==> config.mk <==
export PLATFORM = sky130hd
export DESIGN_NAME = cla_4_flat
export DESIGN_NICKNAME = d
export VERILOG_FILES = /design/src/rtl/cla_4_if.sv /design/src/rtl/cla_4.sv /design/src/flat_wrapper.sv
export SDC_FILE = /design/constraint.sdc
export NUM_CORES = 1
export LEC_CHECK = 0
export BUFFER_PORTS_ARGS = -buffer_cell sky130_fd_sc_hd__buf_4
export CAP_MARGIN = 30
export CORE_MARGIN = 1
export CORE_UTILIZATION = 40
export DETAILED_ROUTE_END_ITERATION = 16
export PLACE_DENSITY = 0.81
export SLEW_MARGIN = 30
export SYNTH_ARGS = -nofsm -noshare
export SYNTH_HDL_FRONTEND = slang
export SYNTH_SLANG_ARGS = --single-unit
==> constraint.sdc <==
create_clock -name clk -period 1.65 [get_ports clk]
set_input_delay 0.165 -clock clk [delete_from_list [all_inputs] [get_ports clk]]
set_output_delay 0.165 -clock clk [all_outputs]
set_load 0.01 [all_outputs]
==> src/rtl/cla_4_if.sv <==
// cla_4 operand/result bundle.
// master drives A/B/Cin; slave returns the registered results.
interface cla_4_if;
    logic       Cin;
    logic [3:0] A;
    logic [3:0] B;
    logic [3:0] Sum;
    logic [3:0] Generate;
    logic [3:0] Propogate;
    logic       Cout;
    logic       GG;
    logic       GP;

    modport master (
        output Cin, A, B,
        input  Sum, Generate, Propogate, Cout, GG, GP
    );

    modport slave (
        input  Cin, A, B,
        output Sum, Generate, Propogate, Cout, GG, GP
    );
endinterface

==> src/rtl/cla_4.sv <==
// cla_4: registered 4-bit carry-lookahead slice with group g/p outputs.
// Optional input register stage: define CLA_4_IN_REG_EN (latency 2).
module cla_4 (
    input logic   clk,
    input logic   rst_n,
    cla_4_if.slave io
);

    logic [3:0] a;
    logic [3:0] b;
    logic       cin;

`ifdef CLA_4_IN_REG_EN
    logic [3:0] a_q;
    logic [3:0] b_q;
    logic       cin_q;

    // capture operands ahead of the lookahead core
    always_ff @(posedge clk) begin
        if (!rst_n) begin
            a_q   <= '0;
            b_q   <= '0;
            cin_q <= 1'b0;
        end else begin
            a_q   <= io.A;
            b_q   <= io.B;
            cin_q <= io.Cin;
        end
    end

    assign a   = a_q;
    assign b   = b_q;
    assign cin = cin_q;
`else
    assign a   = io.A;
    assign b   = io.B;
    assign cin = io.Cin;
`endif

    logic [3:0] g;
    logic [3:0] p;
    logic [4:0] c;
    logic [3:0] s;
    logic       gg;
    logic       gp;

    // flat two-level lookahead: every carry straight from g/p/cin
    always_comb begin
        g  = a & b;
        p  = a ^ b;
        c  = '0;
        c[0] = cin;
        c[1] = g[0]
             | (p[0] & cin);
        c[2] = g[1]
             | (p[1] & g[0])
             | (p[1] & p[0] & cin);
        c[3] = g[2]
             | (p[2] & g[1])
             | (p[2] & p[1] & g[0])
             | (p[2] & p[1] & p[0] & cin);
        c[4] = g[3]
             | (p[3] & g[2])
             | (p[3] & p[2] & g[1])
             | (p[3] & p[2] & p[1] & g[0])
             | (p[3] & p[2] & p[1] & p[0] & cin);
        gg = g[3]
           | (p[3] & g[2])
           | (p[3] & p[2] & g[1])
           | (p[3] & p[2] & p[1] & g[0]);
        gp = &p;
        s  = p ^ c[3:0];
    end

    // output register; reset forces every result to zero
    always_ff @(posedge clk) begin
        if (!rst_n) begin
            io.Sum       <= '0;
            io.Generate  <= '0;
            io.Propogate <= '0;
            io.Cout      <= 1'b0;
            io.GG        <= 1'b0;
            io.GP        <= 1'b0;
        end else begin
            io.Sum       <= s;
            io.Generate  <= g;
            io.Propogate <= p;
            io.Cout      <= c[4];
            io.GG        <= gg;
            io.GP        <= gp;
        end
    end

endmodule

==> src/flat_wrapper.sv <==
// flat-port wrapper written by rule: the top's interface ports become plain ports
module cla_4_flat 
  (clk, rst_n, io_Cin, io_A, io_B, io_Sum, io_Generate, io_Propogate, io_Cout, io_GG, io_GP);
  cla_4_if io_i ();
  input logic clk;
  input logic rst_n;
  input wire logic [$bits(io_i.Cin)-1:0] io_Cin;
  input wire logic [$bits(io_i.A)-1:0] io_A;
  input wire logic [$bits(io_i.B)-1:0] io_B;
  output wire logic [$bits(io_i.Sum)-1:0] io_Sum;
  output wire logic [$bits(io_i.Generate)-1:0] io_Generate;
  output wire logic [$bits(io_i.Propogate)-1:0] io_Propogate;
  output wire logic [$bits(io_i.Cout)-1:0] io_Cout;
  output wire logic [$bits(io_i.GG)-1:0] io_GG;
  output wire logic [$bits(io_i.GP)-1:0] io_GP;
  assign io_i.Cin = io_Cin;
  assign io_i.A = io_A;
  assign io_i.B = io_B;
  assign io_Sum = io_i.Sum;
  assign io_Generate = io_i.Generate;
  assign io_Propogate = io_i.Propogate;
  assign io_Cout = io_i.Cout;
  assign io_GG = io_i.GG;
  assign io_GP = io_i.GP;
  cla_4 u_core (.clk(clk), .rst_n(rst_n), .io(io_i));
endmodule
==> impl_metrics.yaml, run 1 <==
run_status:
  status: "completed"
clock_tree:
  cts_buffer_depth: 2
  postCtsHoldBufs: 0
  clock_sinks: 15
  cts_tree: "built"
  cts_resized: 0
  root_buffer: "clkbuf_4"
  ctsHtreeMaxLevel: 1
  cts_buffers: 3
  clk_pin_slew_worst_paths_ns: 0.08
  cts_setup_buffers: 0
route:
  route.met3.wl_um: 43
  vias: 458
  drtIter0Drc: 8
  met2_length_um: 585
  postRouteAntennaNets: 0
  wl_met1_um: 458
  post_drt_wl_per_cell_um: 11.7
  top_layer: "met4"
  drt_drc_violations_left: 0
  routed_wl_mm: 1.10
  dr.pass1.iters: 2
  vias_per_cell: 4.87
logic_synthesis:
  yosysTopAreaCell: "dfxtp_1"
  yosys.area.top_type_share_pct: 51.1
  synthArstFlopShare_pct: 0
  synth-xor-area-share_pct: 1.49
  synth_top_family_by_area: "simple AND/OR/NAND/NOR gates"
  synthMuxAreaShare_pct: 2.55
  synth_compound_area_share_pct: 13.6
  synth_most_common_cell: "dfxtp_1"
  synth_adder_area_share_pct: 14.0
  synthTopCellsByArea: "dfxtp_1 (51%), ha_1 (11%), and2_1 (8.5%)"
  yosysSeqAreaShare_pct: 51.1
  syn_nets: 68
  syn_inst: 51
  synthSimpleGateAreaFrac_pct: 14.7
  synthTopCellsByCount: "dfxtp_1 (15), and2_1 (8), ha_1 (5), inv_1 (3)"
  yosysWarnings: 0
  ys_seq_elements: 15
  synth_edf_count: 0
  ys_types: 20
  ys.flop_type: "dfxtp_1"
  avgSynthCellArea_sq_um: 11.5
  synth_area_sq_um: 588
global_route:
  grt_pass1_vias: 373
  antenna_found_initial: 0
  overflow: 0
  grt_pass1_wl_mm: 1.62
  grt_max_degree: 14
  track_usage_pct: 15.9
power:
  leakage_nw: 0.402
  finalPower_mw: 0.756
  irDropWorstVdd_uv: 309
  power.density_nw_per_um2: 926
finish:
  num_antenna_cells: 0
  final_cells: 94
  seq_area_sq_um: 300
  fin_area_sq_um: 817
  syn2layout_area_growth_pct: 38.9
  num-fill-cells: 122
  drive_above_1_share_pct: 41.8
  nets: 97
  multi_input_area_sq_um: 273
sta:
  hold_violations: 0
  timing.final.crit_period_ns: 1.12
  max_slew_margin_pct: 80.3
  rsz0062_at_grt: "false"
  setup_ws_ns: 0.525
  slew_viol_final: 0
  fin_crit_sh_pct: 68.2
  tightest_slew_ns: 0.292
  setup_viol: 0
  fmax_ghz: 0.889
  tns_ns: 0
setup_path:
  end_kind: "register"
  startpoint: "io_B[0]"
  worst_path_max_delay_cell: "ha_1"
  path_buf_inv: 1
  crit_arrival_ns: 1.30
  crit_chain: "buf_4 -> ha_1 -> a211oi_2 -> o21bai_1 -> mux2_4"
  crit_fanout: 4
  crit_type: "input pin to register"
  path_delay_family: "compound AO/OA/AOI/OAI gates"
  max_stage_delay_ns: 0.34
  cp.required_ns: 1.82
  timing.critical_path.from_type: "input pin"
die:
  die_y_um: 40.3
  io_pins: 26
  coreArea_sq_um: 1330
  row_count: 13
  start_util_pct: 44.1
  dieArea_sq_um: 1630
  die_w_um: 40.3
placement:
  placed_area_sq_um: 791
  dp.cells: 90
  dp_hpwl_um: 894
  dpl_worst_slack_ns: 0.234
  gp_congestion: 0.760
  port_buffers: 25
job:
  cap_violations: 0
hold_path:
  hold_start: "io_Cin"
  hold_path_class: "input pin to register"
==> cells by family after synthesis <==
| logic type | after synthesis |
|---|---|
| XOR/XNOR | 1 |
| adder cells (fa/ha/maj) | 6 |
| AND/OR/NAND/NOR | 14 |
| multiplexers | 1 |
| flip-flops | 15 |
| buffers and inverters | 4 |
| AO/OA/AOI/OAI | 10 |
==> area by class of cell <==
cell class | count | area share [%]
inverters | 3 | 1.38
multi-input cells | 32 | 33.4
flip-flops and latches | 15 | 36.8
clock buffers | 4 | 3.22
well taps | 15 | 2.30
repair buffers | 25 | 23.0
==> cell usage in the layout (no fill, tap or decap), types with 2 or more instances in the layout <==
master / Yosys / layout
a211oi_2: 2 / 2
and2_1: 8 / 8
buf_4: 0 / 25
clkbuf_4: 0 / 3
dfxtp_1: 15 / 15
ha_1: 5 / 5
inv_1: 3 / 3
nor2_1: 2 / 2
nor2b_1: 2 / 2
o21ai_0: 2 / 2
==> final timing paths <==
| path | endpoint | slack, ns | depth (start not counted) |
|---|---|---|---|
| worst min-delay path | u_core.io.Cout$_SDFF_PN0_ | 0.13 | 2 |
| worst max-delay path | u_core.io.Sum[3]$_SDFF_PN0_ | 0.53 | 5 |
==> power by group <==
part	switching, mW	total, mW	internal [mW]
sequential	0.00770	0.398	0.390
combinational	0.0727	0.162	0.0894
clock	0.103	0.197	0.0936
==> flip-flops by register name (all words and copies together) (netlist names) <==
name / count
u_core.io.Sum: 4
u_core.io.GG: 1
u_core.io.Propogate: 4
u_core.io.GP: 1
u_core.io.Cout: 1
u_core.io.Generate: 4
==> routing by layer <==
| metal | track usage (%) | up-vias |
|---|---|---|
| met5 | 0 | - |
| met4 | 12.5 | 0 |
| met3 | 1.67 | 2 |
| met2 | 25.0 | 13 |
| met1 | 19.6 | 213 |
| li1 | - | 230 |
==> through the flow <==
| stage | utilization (%) | hold WS [ns] |
|---|---|---|
| global placement | 59.3 | 0.415 |
| finish | 61.3 | 0.134 |
| CTS | 61.3 | 0.121 |
| global route | 61.3 | 0.131 |
| detailed placement | 59.3 | 0.413 |
| floorplan | - | 0.282 |
Power figures use the tool's default switching activity.
==> run 2, diff against run 1 <==
- CORE_UTILIZATION: 40 -> 39
- PLACE_DENSITY: 0.81 -> 0.83
- clock period: 1.65 -> 0.9 ns (I/O delays scaled with it)
==> impl_metrics.yaml, run 2 (synthesis gave the netlist of run 1 again) <==
route:
  drt_drc_violations_left: 0
  drtIter0Drc: 10
  post_drt_wl_per_cell_um: 10.7
  vias: 447
  vias_per_cell: 4.56
  postRouteAntennaNets: 0
  dr.pass1.iters: 3
  routed_wl_mm: 1.05
setup_path:
  crit_type: "input pin to register"
  cp.required_ns: 1.06
  crit_fanout: 4
  end_kind: "register"
  timing.critical_path.from_type: "input pin"
  crit_arrival_ns: 1.07
sta:
  rsz0062_at_grt: "true"
  setup_viol: 1
  tns_ns: -0.0169
  tightest_slew_ns: 0.237
  hold_violations: 0
  max_slew_margin_pct: 84.2
  slew_viol_final: 0
  setup_ws_ns: -0.0169
  fmax_ghz: 1.09
  fin_crit_sh_pct: 102
  timing.final.crit_period_ns: 0.917
placement:
  port_buffers: 25
  dp_hpwl_um: 896
  gp_congestion: 0.765
  dp.cells: 94
  placed_area_sq_um: 865
power:
  irDropWorstVdd_uv: 717
  leakage_nw: 0.425
  finalPower_mw: 1.43
  power.density_nw_per_um2: 1590
clock_tree:
  cts_setup_buffers: 0
  cts_buffer_depth: 2
  root_buffer: "clkbuf_4"
  cts_buffers: 3
  postCtsHoldBufs: 0
  ctsHtreeMaxLevel: 1
  clock_sinks: 15
  cts_tree: "built"
  clk_pin_slew_worst_paths_ns: 0.08
finish:
  num_antenna_cells: 0
  final_cell_mix: "buf_4 (27), dfxtp_1 (15), and2_1 (8)"
  nets: 101
  num-fill-cells: 103
  reg_top3: "u_core.io.Generate x4, u_core.io.Propogate x4, u_core.io.Sum x4"
  final_cells: 98
  syn2layout_area_growth_pct: 52.8
  drive_above_1_share_pct: 50.6
  fin_area_sq_um: 898
  final_common_cell: "buf_4"
run_status:
  status: "complete, but fails checks"
  violations: "negative setup slack"
die:
  io_pins: 26
  start_util_pct: 43.6
  die_w_um: 40.8
  die_y_um: 40.8
  dieArea_sq_um: 1670
  row_count: 13
  coreArea_sq_um: 1350
global_route:
  grt_pass1_vias: 409
  grt_pass1_wl_mm: 1.70
  overflow: 0
  antenna_found_initial: 0
  grt_max_degree: 14
  track_usage_pct: 15.5
hold_path:
  hold_path_class: "input pin to register"
job:
  cap_violations: 0
run 2: cell types whose count changed in the layout (fill, tap and decap cells not counted), sizes merged:
cell and change:
buf +4
run 2: layout make-up:
class | count | area, sq um | area share [%]
multi-input cells | 32 | 317 | 35.2
repair buffers | 29 | 225 | 25.1
clock buffers | 4 | 26.3 | 2.92
well taps | 15 | 18.8 | 2.09
inverters | 3 | 11.3 | 1.25
flip-flops and latches | 15 | 300 | 33.4
run 2: final timing paths:
check / end / cells after the start / slack, ns / from
worst max-delay path: u_core.io.Sum[3]$_SDFF_PN0_ / 5 / -0.02 / io_B[0]
worst min-delay path: u_core.io.Cout$_SDFF_PN0_ / 2 / 0.07 / io_Cin
run 2: routing by layer:
layer	track usage [%]	up-vias	routed length (um)	share of wire, %
met1	18.4	194	433	41
met3	1.63	2	65	6.2
met5	0	-	0	0
met4	7.50	0	22	2.1
li1	-	234	-	-
met2	27.3	17	528	50
run 2: power breakdown:
part / total, mW / leakage [nW] / switching [mW] / internal [mW]
Sequential: 0.727 / 0.124 / 0.0120 / 0.715
Combinational: 0.348 / 0.286 / 0.145 / 0.204
Clock: 0.352 / 0.0150 / 0.181 / 0.171
Total: 1.43 / 0.425 / 0.337 / 1.09
run 2: through the flow:
stage          util [%]  setup WS (ns)  hold WS (ns)
2_1_floorplan         -         -0.102         0.207
3_3_place_gp       64.0         -0.261         0.338
3_5_place_dp       64.0         -0.321         0.343
4_1_cts            66.5        -0.0103        0.0697
5_1_grt            66.5       -0.00140        0.0773
6_report           66.5        -0.0169        0.0705
run 2: timing repair:
action / CTS / global route
endpoints found under the setup margin: 1 / 1
pin swaps: 0 / 0
resized for setup: 2 / 0
run 2: critical path, stage by stage:
cell      delay (ns)
buf_6           0.10
ha_4            0.24
a211oi_2        0.23
o21bai_1        0.12
mux2_4          0.30
==> run 3, diff against run 2 <==
- CTS_CLUSTER_DIAMETER: default -> 80
- RECOVER_POWER: default -> 50
==> impl_metrics.yaml, run 3 (synthesis gave the netlist of run 1 again) <==
sta:
  fin_crit_sh_pct: 102
  timing.final.crit_period_ns: 0.921
  hold_ws_ns: 0.0702
  setup_viol: 1
  setup_ws_ns: -0.0209
  hold_violations: 0
  rsz0062_at_grt: "true"
  slew_viol_final: 0
  fmax_ghz: 1.09
  tightest_slew_ns: 0.249
  max_slew_margin_pct: 83.4
route:
  route.met3.wl_um: 67
  top_layer: "met4"
  drt_drc_violations_left: 0
  wl_met1_um: 440
  vias_per_cell: 4.58
  drtIter0Drc: 11
  dr.pass1.iters: 2
  post_drt_wl_per_cell_um: 10.8
  vias: 449
  postRouteAntennaNets: 0
  met2_length_um: 523
  routed_wl_mm: 1.05
placement:
  dpl_worst_slack_ns: -0.321
  gp_congestion: 0.765
  dp_hpwl_um: 896
  port_buffers: 25
hold_path:
  hold_path_class: "input pin to register"
die:
  row_count: 13
  io_pins: 26
  dieArea_sq_um: 1670
  die_w_um: 40.8
  coreArea_sq_um: 1350
  die_y_um: 40.8
  start_util_pct: 43.6
finish:
  reg_top3: "u_core.io.Generate x4, u_core.io.Propogate x4, u_core.io.Sum x4"
  syn2layout_area_growth_pct: 50.2
  final_cell_mix: "buf_4 (23), dfxtp_1 (15), clkbuf_1 (5), and2_0 (4), and2_1 (4)"
  drive_above_1_share_pct: 45.8
  nets: 101
  num-fill-cells: 107
  num_antenna_cells: 0
  final_common_cell: "buf_4"
run_status:
  status: "complete, but fails checks"
  violations: "negative setup slack"
job:
  cap_violations: 0
clock_tree:
  cts_buffers: 3
  clock_sinks: 15
  root_buffer: "clkbuf_4"
  ctsHtreeMaxLevel: 1
  clk_pin_slew_worst_paths_ns: 0.08
  cts_setup_buffers: 0
  cts_buffer_depth: 2
  cts_tree: "built"
  postCtsHoldBufs: 0
setup_path:
  crit_fanout: 4
  end_kind: "register"
  crit_type: "input pin to register"
  timing.critical_path.from_type: "input pin"
  cp.required_ns: 1.06
  crit_arrival_ns: 1.08
global_route:
  grt_max_degree: 14
  grt_pass1_vias: 409
  grt_pass1_wl_mm: 1.70
  track_usage_pct: 15.5
  antenna_found_initial: 0
  overflow: 0
power:
  irDropWorstVdd_uv: 717
  finalPower_mw: 1.41
  leakage_nw: 0.406
  power.density_nw_per_um2: 1600
run 3: cell count changes in the layout (fill, tap and decap cells not counted):
cell | before | now
clkbuf_1 | 1 | 5
and2_0 | 0 | 4
and2_1 | 8 | 4
buf_4 | 27 | 23
run 3: repair_timing:
action / 4_1_cts / 5_1_grt
endpoints found under the hold margin: 0 / 0
pin swaps: 0 / 0
resized for setup: 2 / 0
setup endpoints to repair: 1 / 1
run 3: final timing paths:
path	start	to	depth (start not counted)	slack (ns)
max	io_B[0]	u_core.io.Sum[3]$_SDFF_PN0_	5	-0.02
min	io_Cin	u_core.io.Cout$_SDFF_PN0_	2	0.07
run 3: final cells by class:
cell class                      count  area [sq um]  share of cell area (%)
Multi-Input combinational cell     32           317                    35.8
Sequential cell                    15           300                    34.0
Timing Repair Buffer               29           210                    23.8
Clock buffer                        4          26.3                    2.97
Tap cell                           15          18.8                    2.12
Inverter                            3          11.3                    1.27
run 3: metal layers:
| metal | track usage [%] | vias up |
|---|---|---|
| li1 | - | 235 |
| met5 | 0 | - |
| met2 | 27.3 | 17 |
| met3 | 1.63 | 2 |
| met1 | 18.4 | 195 |
| met4 | 7.50 | 0 |
run 3: worst max-delay path, cell delays in order:
cell and delay [ns]:
buf_6 0.10, ha_4 0.24, a211oi_2 0.23, o21bai_1 0.12
mux2_4 0.30
run 3: where the power goes:
part / switching [mW] / leakage, nW / internal [mW]
combinational: 0.145 / 0.267 / 0.189
clock: 0.181 / 0.0150 / 0.171
sequential: 0.0118 / 0.124 / 0.715
run 3: per-stage QoR:
step | cell area, sq um | TNS (ns) | util [%] | std cells
floorplan | 632 | -0.106 | - | 51
global placement | 865 | -0.981 | 64.0 | 94
detailed placement | 865 | -1.09 | 64.0 | 94
CTS | 898 | -0.0103 | 66.5 | 98
global route | 883 | -0.00140 | 65.4 | 98
finish | 883 | -0.0209 | 65.4 | 98
